<file path="src/rtl/display_source_switch_pkg.sv">
// Shared types and defaults for the frame-aligned display source selector.
package display_source_switch_pkg;

  localparam int unsigned DEF_DATA_W = 8;

  typedef enum logic [1:0] {
    S_STABLE   = 2'd0,
    S_DEBOUNCE = 2'd1,
    S_PENDING  = 2'd2
  } sel_state_e;

  typedef struct packed {
    logic hsync;
    logic vsync;
    logic de;
  } sync_t;

  // LSB of lane idx inside a packed multi-source colour bus
  function automatic int unsigned lane_lsb(input int unsigned idx, input int unsigned w);
    return idx * w;
  endfunction

endpackage

</file>
<file path="src/rtl/display_source_switch_sel_debounce.sv">
// Switch synchroniser, debouncer and vsync-aligned commit of the active source.
module display_source_switch_sel_debounce
  import display_source_switch_pkg::*;
#(
  parameter int unsigned SEL_W      = 2,
  parameter int unsigned DEB_CYCLES = 500000,
  parameter int unsigned RESET_SEL  = 0
) (
  input  logic             i_clk,
  input  logic             i_rst,
  input  logic [SEL_W-1:0] i_sel_req,
  input  logic             i_vs_rise,
  output logic [SEL_W-1:0] o_sel_active,
  output logic             o_commit_c,
  output logic [SEL_W-1:0] o_sel_next_c
);

  localparam int unsigned      CNT_W    = $clog2(DEB_CYCLES) + 1;
  localparam logic [CNT_W-1:0] CNT_LAST = CNT_W'(DEB_CYCLES - 1);
  localparam logic [CNT_W-1:0] CNT_MAX  = '1;
  localparam logic [SEL_W-1:0] SEL_RST  = SEL_W'(RESET_SEL);

  logic [SEL_W-1:0] r_sync1;
  logic [SEL_W-1:0] r_sync2;
  sel_state_e       r_state;
  logic [SEL_W-1:0] r_cand;
  logic [CNT_W-1:0] r_cnt;
  logic [SEL_W-1:0] r_sel_active;

  sel_state_e       w_state_nx;
  logic [SEL_W-1:0] w_cand_nx;
  logic [CNT_W-1:0] w_cnt_nx;
  logic [SEL_W-1:0] w_sel_nx;
  logic             w_commit;

  always_ff @(posedge i_clk or posedge i_rst) begin
    if (i_rst) begin
      r_sync1      <= SEL_RST;
      r_sync2      <= SEL_RST;
      r_state      <= S_STABLE;
      r_cand       <= SEL_RST;
      r_cnt        <= '0;
      r_sel_active <= SEL_RST;
    end else begin
      r_sync1      <= i_sel_req;
      r_sync2      <= r_sync1;
      r_state      <= w_state_nx;
      r_cand       <= w_cand_nx;
      r_cnt        <= w_cnt_nx;
      r_sel_active <= w_sel_nx;
    end
  end

  // A request falling back to the shown source is dropped rather than re-committed
  always_comb begin
    w_state_nx = r_state;
    w_cand_nx  = r_cand;
    w_cnt_nx   = r_cnt;
    w_sel_nx   = r_sel_active;
    w_commit   = 1'b0;
    case (r_state)
      S_STABLE: begin
        if (r_sync2 != r_sel_active) begin
          w_cand_nx  = r_sync2;
          w_cnt_nx   = '0;
          w_state_nx = S_DEBOUNCE;
        end
      end
      S_DEBOUNCE: begin
        if (r_sync2 != r_cand) begin
          w_cand_nx = r_sync2;
          w_cnt_nx  = '0;
          if (r_sync2 == r_sel_active) w_state_nx = S_STABLE;
        end else begin
          if (r_cnt != CNT_MAX) w_cnt_nx = r_cnt + CNT_W'(1);
          if (r_cnt == CNT_LAST) w_state_nx = S_PENDING;
        end
      end
      S_PENDING: begin
        if (r_sync2 != r_cand) begin
          w_cand_nx  = r_sync2;
          w_cnt_nx   = '0;
          w_state_nx = (r_sync2 == r_sel_active) ? S_STABLE : S_DEBOUNCE;
        end else if (i_vs_rise) begin
          w_commit   = 1'b1;
          w_sel_nx   = r_cand;
          w_state_nx = S_STABLE;
        end
      end
      default: w_state_nx = S_STABLE;
    endcase
  end

  assign o_sel_active = r_sel_active;
  assign o_commit_c   = w_commit;
  assign o_sel_next_c = w_sel_nx;

endmodule

</file>
<file path="src/rtl/display_source_switch.sv">
// Two-stage registered video source mux; source changes land on a vsync rise.
module display_source_switch
  import display_source_switch_pkg::*;
#(
  parameter int unsigned            DATA_W     = DEF_DATA_W,
  parameter int unsigned            NUM_SRC    = 4,
  parameter int unsigned            SEL_W      = 2,
  parameter logic [(1<<SEL_W)-1:0]  MONO_MASK  = 4'b0110,
  parameter int unsigned            DEB_CYCLES = 500000,
  parameter int unsigned            RESET_SEL  = 0,
  parameter bit                     BLANK_SW   = 1'b1
) (
  input  logic                      i_clk,
  input  logic                      i_rst,
  input  logic [SEL_W-1:0]          i_sel_req,
  input  logic [NUM_SRC*DATA_W-1:0] i_src_r,
  input  logic [NUM_SRC*DATA_W-1:0] i_src_g,
  input  logic [NUM_SRC*DATA_W-1:0] i_src_b,
  input  logic                      i_hsync,
  input  logic                      i_vsync,
  input  logic                      i_de,
  output logic [DATA_W-1:0]         o_r,
  output logic [DATA_W-1:0]         o_g,
  output logic [DATA_W-1:0]         o_b,
  output logic                      o_hsync,
  output logic                      o_vsync,
  output logic                      o_de,
  output logic [SEL_W-1:0]          o_sel_active
);

  localparam int unsigned LANE_W = NUM_SRC * DATA_W;
  localparam int unsigned LANES  = 1 << SEL_W;

  logic [LANE_W-1:0] r_s1_r;
  logic [LANE_W-1:0] r_s1_g;
  logic [LANE_W-1:0] r_s1_b;
  sync_t             r_s1_sync;
  sync_t             r_s2_sync;
  logic              r_blank;
  logic [DATA_W-1:0] r_out_r;
  logic [DATA_W-1:0] r_out_g;
  logic [DATA_W-1:0] r_out_b;

  logic              w_vs_rise;
  logic              w_commit;
  logic [SEL_W-1:0]  w_sel_nx;
  logic              w_blank_nx;
  logic              w_sel_ok;
  logic [DATA_W-1:0] w_pix_r;
  logic [DATA_W-1:0] w_pix_g;
  logic [DATA_W-1:0] w_pix_b;
  logic [DATA_W-1:0] w_lane_r [LANES];
  logic [DATA_W-1:0] w_lane_g [LANES];
  logic [DATA_W-1:0] w_lane_b [LANES];

  // Stage-2 vsync doubles as the "previous" sample for the stage-1 edge detect
  assign w_vs_rise = r_s1_sync.vsync & ~r_s2_sync.vsync;

  display_source_switch_sel_debounce #(
    .SEL_W      (SEL_W),
    .DEB_CYCLES (DEB_CYCLES),
    .RESET_SEL  (RESET_SEL)
  ) u_sel_debounce (
    .i_clk        (i_clk),
    .i_rst        (i_rst),
    .i_sel_req    (i_sel_req),
    .i_vs_rise    (w_vs_rise),
    .o_sel_active (o_sel_active),
    .o_commit_c   (w_commit),
    .o_sel_next_c (w_sel_nx)
  );

  // Select codes beyond NUM_SRC read an all-zero lane
  for (genvar gi = 0; gi < int'(LANES); gi++) begin : g_lane
    if (gi < int'(NUM_SRC)) begin : g_src
      assign w_lane_r[gi] = r_s1_r[lane_lsb(gi, DATA_W) +: DATA_W];
      assign w_lane_g[gi] = r_s1_g[lane_lsb(gi, DATA_W) +: DATA_W];
      assign w_lane_b[gi] = r_s1_b[lane_lsb(gi, DATA_W) +: DATA_W];
    end else begin : g_pad
      assign w_lane_r[gi] = '0;
      assign w_lane_g[gi] = '0;
      assign w_lane_b[gi] = '0;
    end
  end

  always_comb begin
    w_blank_nx = r_blank;
    if (w_vs_rise) w_blank_nx = w_commit & BLANK_SW;
  end

  assign w_sel_ok = (32'(w_sel_nx) < NUM_SRC);

  // Uses next-cycle select/blank so the first pixel of a new frame is already switched
  always_comb begin
    w_pix_r = '0;
    w_pix_g = '0;
    w_pix_b = '0;
    if (r_s1_sync.de && !w_blank_nx && w_sel_ok) begin
      w_pix_r = w_lane_r[w_sel_nx];
      if (MONO_MASK[w_sel_nx]) begin
        w_pix_g = w_lane_r[w_sel_nx];
        w_pix_b = w_lane_r[w_sel_nx];
      end else begin
        w_pix_g = w_lane_g[w_sel_nx];
        w_pix_b = w_lane_b[w_sel_nx];
      end
    end
  end

  always_ff @(posedge i_clk or posedge i_rst) begin
    if (i_rst) begin
      r_s1_r    <= '0;
      r_s1_g    <= '0;
      r_s1_b    <= '0;
      r_s1_sync <= '0;
      r_s2_sync <= '0;
      r_blank   <= 1'b0;
      r_out_r   <= '0;
      r_out_g   <= '0;
      r_out_b   <= '0;
    end else begin
      r_s1_r    <= i_src_r;
      r_s1_g    <= i_src_g;
      r_s1_b    <= i_src_b;
      r_s1_sync <= '{hsync: i_hsync, vsync: i_vsync, de: i_de};
      r_s2_sync <= r_s1_sync;
      r_blank   <= w_blank_nx;
      r_out_r   <= w_pix_r;
      r_out_g   <= w_pix_g;
      r_out_b   <= w_pix_b;
    end
  end

  assign o_r     = r_out_r;
  assign o_g     = r_out_g;
  assign o_b     = r_out_b;
  assign o_hsync = r_s2_sync.hsync;
  assign o_vsync = r_s2_sync.vsync;
  assign o_de    = r_s2_sync.de;

endmodule

</file>
<file path="config.mk">
export PLATFORM = sky130hd
export DESIGN_NAME = display_source_switch
export DESIGN_NICKNAME = d
export VERILOG_FILES = /design/src/rtl/display_source_switch_pkg.sv /design/src/rtl/display_source_switch_sel_debounce.sv /design/src/rtl/display_source_switch.sv
export SDC_FILE = /design/constraint.sdc
export NUM_CORES = 1
export LEC_CHECK = 0
export BUFFER_PORTS_ARGS = -buffer_cell sky130_fd_sc_hd__buf_2
export CORE_MARGIN = 5
export CORE_UTILIZATION = 46
export DETAILED_ROUTE_END_ITERATION = 6
export PLACE_DENSITY_LB_ADDON = 0.12
export REMOVE_ABC_BUFFERS = 1
export SKIP_CTS_REPAIR_TIMING = 1
export SYNTH_ARGS = -nofsm -noshare
export SYNTH_HDL_FRONTEND = slang
export SYNTH_SLANG_ARGS = --single-unit
</file>
<file path="constraint.sdc">
create_clock -name i_clk -period 3.95 [get_ports i_clk]
set_clock_uncertainty 0.1 [all_clocks]
set_input_delay 0.5925 -clock i_clk [delete_from_list [all_inputs] [get_ports i_clk]]
set_output_delay 0.5925 -clock i_clk [all_outputs]
set_load 0.005 [all_outputs]
</file>
# Word-level counts from Yosys, hierarchy flattened
# Cells that the tools add are included.
[word_totals]
inputBits = 103
reg_bits = 157
rom_bits = 0
n_memories = 0
out_inout_bits = 29
elab_cells = 86
latch_bits = 0
ram_bits = 0
[classes]
multipliers = 0
magnitude_cmp = 2
muxes = 38
shift = 0
addsub = 1
eq_ne = 14
reduce_logical = 9
n_div = 0
bitwise = 3
[ops]
columns = ["operator", "n"]
rows = [
  ["$mux 8", 11],
  ["$mux 20", 4],
  ["$pmux 20 s3", 1],
  ["$bmux 8 s2", 3],
  ["$mux 2", 11],
  ["$add 20x1->20 const B", 1],
  ["$eq 20x19->1 const B", 1],
  ["$ne 20x20->1 const B", 1],
  ["$ne 3x1->1 const B", 3],
  ["$reduce_and 4->1", 2],
  ["$ne 2x1->1 const B", 3],
  ["$pmux 2 s3", 1],
  ["$mux 1", 5],
  ["$ne 2x2->1", 2],
  ["$pmux 2 s2", 1],
  ["$ge 3x3->1 const B", 1],
  ["$lt 2x3->1 const B", 1],
  ["$ne 3x3->1 const B", 1],
  ["$not 2->3", 1],
  ["$reduce_and 3->1", 1],
  ["$reduce_bool 3->1", 1],
  ["$bmux 1 s2", 1],
  ["$eq 2x1->1 const B", 1],
  ["$eq 2x2->1", 1],
  ["other kinds (8)", 8],
]

# Longest topological paths before layout
[logic_depth]
ltp_word = 11
mapped_depth = 9
ltp_nobuf = 8

# By module
# Synthesis repeated with hierarchy kept, for this count alone.
[unflattened]
cells_unflattened = 340
hier_area_um2 = 5068.6
[modules_own_cells]
columns = ["mod", "area_each_um2", "cells_each", "seq_area_each_um2", "instances"]
rows = [
  ["display_source_switch", 3337.0, 163, 2377.3, 1],
  ["display_source_switch_sel_debounce", 1731.7, 177, 750.7, 1],
]

# Least setup slack after synthesis
# Ideal clock, no wire load.
[synth_path]
path_type = "register to register"
startpoint = "register u_sel_debounce.r_state[0]"
endpoint = "register r_out_b[0], in the netlist o_b[0]"
stages_incl_launch_ff = 10
synth_period_minus_slack_ns = 2.298
t_arrival_ns = 2.075
setup_slack_ns = 1.652
setup_time_ns = 0.123
path_buffers = 2
required_ns = 3.727
path_cell_list = "dfrtp_1 -> inv_1 -> ha_1 -> nand3b_1 -> or3_1 -> buf_2 -> or3_1 -> o31a_2 -> buf_6 -> o221a_1"
[synth_via]
elab_chain_len = 8
elab_cells_between_ends = 17
cone_classes = "1 x eq/ne; 13 x mux; 1 x bitwise; 2 x reduce/logical"
[synth_lines]
columns = ["element", "line_no", "text"]
rows = [
  ["start: declaration", "display_source_switch_sel_debounce.sv:25", "sel_state_e r_state;"],
  ["start signal: assignment", "display_source_switch_sel_debounce.sv:47", "r_state <= w_state_nx;"],
  ["$eq 2x2->1 (*)", "display_source_switch_sel_debounce.sv:61", "case (r_state)"],
  ["$mux 2", "display_source_switch_sel_debounce.sv:61", ""],
  ["$not 2->3 (implied by the code)", "display_source_switch.sv:102, display_source_switch.sv:105", ""],
  ["$bmux 8 s2, on equally long branches", "display_source_switch.sv:105, display_source_switch.sv:102", ""],
  ["$mux 8, on equally long branches (2 in series)", "display_source_switch.sv:105, display_source_switch.sv:102", ""],
  ["$mux 8", "display_source_switch.sv:100", "if (MONO_MASK[w_sel_nx]) begin"],
  ["$mux 8 (*)", "display_source_switch.sv:98", "if (r_s1_sync.de && !w_blank_nx && w_sel_ok) begin"],
  ["net w_pix_b[0]", "display_source_switch.sv:51", "logic [DATA_W-1:0] w_pix_b;"],
  ["end signal: assignment", "display_source_switch.sv:130", "r_out_b <= w_pix_b;"],
  ["end: declaration", "display_source_switch.sv:42", "logic [DATA_W-1:0] r_out_b;"],
]
# Mark *: on every way through the listed nets, which the timed path passes. The rest lies on a longest branch. The select of a mux whose other input is x is not followed.
# A chain may end at the register's enable or synchronous reset.

# Worst setup path in the final report
[layout_path]
startpoint = "register u_sel_debounce.r_state[0]"
endpoint = "register r_out_g[6], in the netlist o_g[6]"
[layout_via]
elab_chain_len = 8
elab_cells_between_ends = 17
cone_classes = "1 x eq/ne; 13 x mux; 1 x bitwise; 2 x reduce/logical"
[layout_lines]
columns = ["element", "line_no", "text"]
rows = [
  ["$eq 2x2->1 (*)", "display_source_switch_sel_debounce.sv:61", ""],
  ["$mux 2", "display_source_switch_sel_debounce.sv:61", ""],
  ["$not 2->3 (implied by the code)", "display_source_switch.sv:101, display_source_switch.sv:104", ""],
  ["$bmux 8 s2, on equally long branches", "display_source_switch.sv:104, display_source_switch.sv:101", ""],
  ["$mux 8, on equally long branches (2 in series)", "display_source_switch.sv:104, display_source_switch.sv:101", ""],
  ["$mux 8", "display_source_switch.sv:100", ""],
  ["$mux 8 (*)", "display_source_switch.sv:98", ""],
  ["net w_pix_g[6]", "display_source_switch.sv:50", "logic [DATA_W-1:0] w_pix_g;"],
  ["end signal: assignment", "display_source_switch.sv:129", "r_out_g <= w_pix_g;"],
  ["end: declaration", "display_source_switch.sv:41", "logic [DATA_W-1:0] r_out_g;"],
]
# Marked as above.

==> run_results.csv <==
group,metric,value,unit
timing,period_share,0.687,
timing,tightest_slew,0.831,ns
global_route,grt_max_degree,61,
floorplan,initial_core_util,0.470,
placement,place.gp.congestion,0.915,
cts,h-tree-depth,4,
yosys,yosysSeqAreaShare,0.645,
timing,hold_violations,0,
yosys,syn_avg_cell_area,13.3,um2
cts,path_clk_slew,0.06,ns
worst_setup_path,critPathArrivalTime,3.00,ns
global_route,grt-ovfl-total,0,
power_and_ir_drop,p_leak,2.69,nW
cts,cts.root.buffer_cell,"clkbuf_8",
yosys,synth_most_common_cell,"dfrtp_1",
drt,drtPass1Iterations,5,
power_and_ir_drop,clockPowerShare,0.376,
worst_setup_path,required,4.24,ns
placement,placedCellCount,586,
timing,slew_headroom,0.441,
yosys,yosysTopAreaCell,"dfrtp_1",
worst_setup_path,crit_path_cell_trace,"inv_1, ha_1, nand3b_1, nor3_4, mux2i_2, inv_4, a2111oi_0, o21ai_0",
cts,cts_tree,"done",
run_status,status,"complete, no violations",
final_layout,synthToLayoutAreaGrowth,23.8,%
drt,route.detailed.drc,0,
floorplan,die_h,113,um
power_and_ir_drop,net-switching-power,1.15,mW
power_and_ir_drop,comb_power_share,0.223,
global_route,grt_first_pass_wirelength,17.7,mm
final_layout,fillCellCount,850,
worst_setup_path,worstPathMaxFanout,18,
run,drv_cap,0,
worst_setup_path,reg2reg_to,"o_g[6]",
final_layout,fin_area,0.00600,mm2
final_layout,final_cells,618,
power_and_ir_drop,powerDensity,649,mW/mm2
worst_setup_path,slowest_delay,0.44,ns
floorplan,io_pins,132,
power_and_ir_drop,swShare,0.296,
global_route,grt_pass1_vias,3477,
cts,insertion_delay,0.52,ns
final_layout,diodes,0,
yosys,synthCells,364,
yosys,synth_top_area_share,0.645,
yosys,synth_edf_count,0,
power_and_ir_drop,sequentialPowerShare,0.400,
hold_path,hp-class,"in2async",
global_route,grt_usage,0.182,
yosys,syn_area,0.00485,mm2
worst_setup_path,crit_type,"reg2reg",
yosys,synthArstFlopShare,1.00,
floorplan,num_rows,37,
drt,post_drt_wl_per_cell,17.2,um
worst_setup_path,r2r-start,"u_sel_debounce.r_state[0]",
final_layout,layout.nets,577,
yosys,synth_area_leaders,"dfrtp_1, mux2i_1, o221a_2",
cts,clockBufferDepth,2,
floorplan,fp.coreArea,0.0103,mm2
timing,rsz0062_at_grt,"false",
floorplan,die_width,113,um
worst_setup_path,rr_worst_depth,8,
yosys,yosysWarnings,0,
drt,drtAntennaViolNets,0,
worst_setup_path,path_delay_family,"compound AO/OA/AOI/OAI gates",
drt,vias,3400,
timing,fmax,0.368,GHz
placement,placed_area,0.00544,mm2
yosys,ys_types,50,
placement,io_buffer_count,99,
worst_setup_path,worst_setup_path_end_kind,"register",
timing,setup_viol,0,
yosys,ys_ff_latch,125,
timing,slew_viol_final,0,
worst_setup_path,critPathLaunchType,"register",
final_layout,layout-drive-gt1-share,0.332,
placement,detailed_place_hpwl,7.43,mm
power_and_ir_drop,peakVddDrop,0.000410,V
global_route,antenna_found_initial,0,
yosys,synth_ff_type,"dfrtp_1",
worst_setup_path,critical_path_buf_inv_count,2,
timing,min_period,2.71,ns
yosys,synth_commonest_cells,"dfrtp_1, nand2_1, mux2i_1, nand3_1, a21oi_1",
worst_setup_path,cpMaxStageDelayCell,"a2111oi_0",
cts,cts_buffers,17,
drt,drtIter0Drc,214,
cts,clock-sinks,125,
power_and_ir_drop,intPower,2.74,mW
worst_setup_path,regToRegSetupSlack,1.24,ns
drt,totalWireLength,10.6,mm
floorplan,die-area,0.0127,mm2
drt,viasPerCell,5.50,
-- power by group through the flow --
| stage | Combinational (mW) | Sequential, mW | Clock, mW |
|---|---|---|---|
| after floorplan | 0.554 | 1.57 | 0 |
| after global placement | 0.869 | 1.58 | 0 |
| after detailed placement | 0.880 | 1.58 | 0 |
| after CTS | 0.884 | 1.56 | 1.50 |
| after global routing | 0.966 | 1.59 | 1.56 |
| final | 0.870 | 1.56 | 1.47 |
-- per-layer routing --
| layer | global-route usage | part of all wire | vias up |
|---|---|---|---|
| met5 | 0 | 0 | - |
| met1 | 0.245 | 0.45 | 1673 |
| met3 | 0.0690 | 0.070 | 11 |
| met2 | 0.271 | 0.46 | 125 |
| li1 | - | - | 1591 |
| met4 | 0.0625 | 0.013 | 0 |
-- placed cells by master (no fill, tap or decap), types with 3 or more instances in the layout --
cell type	instances
a31oi_1	11
nand2b_1	4
and3_1	4
o22ai_1	8
nand3_1	16
nand4_1	3
inv_1	8
mux2_2	5
buf_4	3
clkbuf_8	3
and4_1	3
nor4_1	5
o21ai_0	12
o31ai_1	8
a41oi_1	3
nand2_1	19
ha_1	5
o221a_1	10
or4_1	10
nor2_1	10
xnor2_1	4
clkbuf_1	3
a21oi_1	15
or3_1	3
dfrtp_1	125
clkbuf_16	16
buf_2	99
clkinv_2	4
mux2i_1	16
o221a_2	11
-- state kept, by name, summed over array words and instances, names as in the netlist, 3 cells and up --
| register | flops |
|---|---|
| r_s1_b | 16 |
| r_s1_r | 32 |
| o_g | 8 |
| o_b | 8 |
| r_s1_sync | 3 |
| u_sel_debounce.r_cnt | 20 |
| o_r | 8 |
| r_s1_g | 16 |
-- kinds of logic after synthesis --
group,after synthesis,share of synthesized area
AO/OA/AOI/OAI,91,0.147
XOR/XNOR,6,0.0124
adder cells (fa/ha/maj),5,0.0129
buffers and inverters,26,0.0292
flip-flops,125,0.645
multiplexers,22,0.0475
AND/OR/NAND/NOR,89,0.106
-- layout make-up --
| class | instances | area (um2) | area share |
|---|---|---|---|
| Sequential cell | 125 | 3130 | 0.521 |
| Clock inverter | 10 | 114 | 0.0190 |
| Inverter | 10 | 42.5 | 0.00708 |
| Clock buffer | 22 | 453 | 0.0754 |
| Timing Repair Buffer | 102 | 518 | 0.0863 |
| Multi-Input combinational cell | 213 | 1580 | 0.263 |
| Tap cell | 136 | 170 | 0.0283 |
-- worst reg2reg max path, cell delays in order, from the launching register on --
cell       delay, ns
dfrtp_1         0.41
inv_1           0.10
ha_1            0.25
nand3b_1        0.18
nor3_4          0.35
mux2i_2         0.43
inv_4           0.20
a2111oi_0       0.44
o21ai_0         0.14
-- worst max-delay path by stage --
stage                     cells past startpoint      to                       from  slack (ns)
after detailed placement                      8  o_g[6]  u_sel_debounce.r_state[0]        1.24
after global routing                          8  o_g[6]  u_sel_debounce.r_state[0]        0.98
after CTS                                     8  o_g[6]  u_sel_debounce.r_state[0]        1.21
after global placement                        8  o_r[6]  u_sel_debounce.r_state[0]        1.28
after floorplan                               1  o_b[0]                      i_rst       -0.07
final                                         8  o_g[6]  u_sel_debounce.r_state[0]        1.24
-- metrics by stage --
stage / total power, mW / setup TNS, ns / hold slack, ns / utilization / setup slack, ns
4_1_cts: 3.95 / 0 / 0.0467 / 0.582 / 1.21
3_5_place_dp: 2.46 / 0 / 0.237 / 0.527 / 1.24
5_1_grt: 4.11 / 0 / 0.0397 / 0.582 / 0.981
2_1_floorplan: 2.13 / -8.76 / 0.231 / - / -0.0701
3_3_place_gp: 2.44 / 0 / 0.232 / 0.527 / 1.28
6_report: 3.90 / 0 / 0.0781 / 0.582 / 1.24
Note: power is estimated with default switching activity, not from simulation.
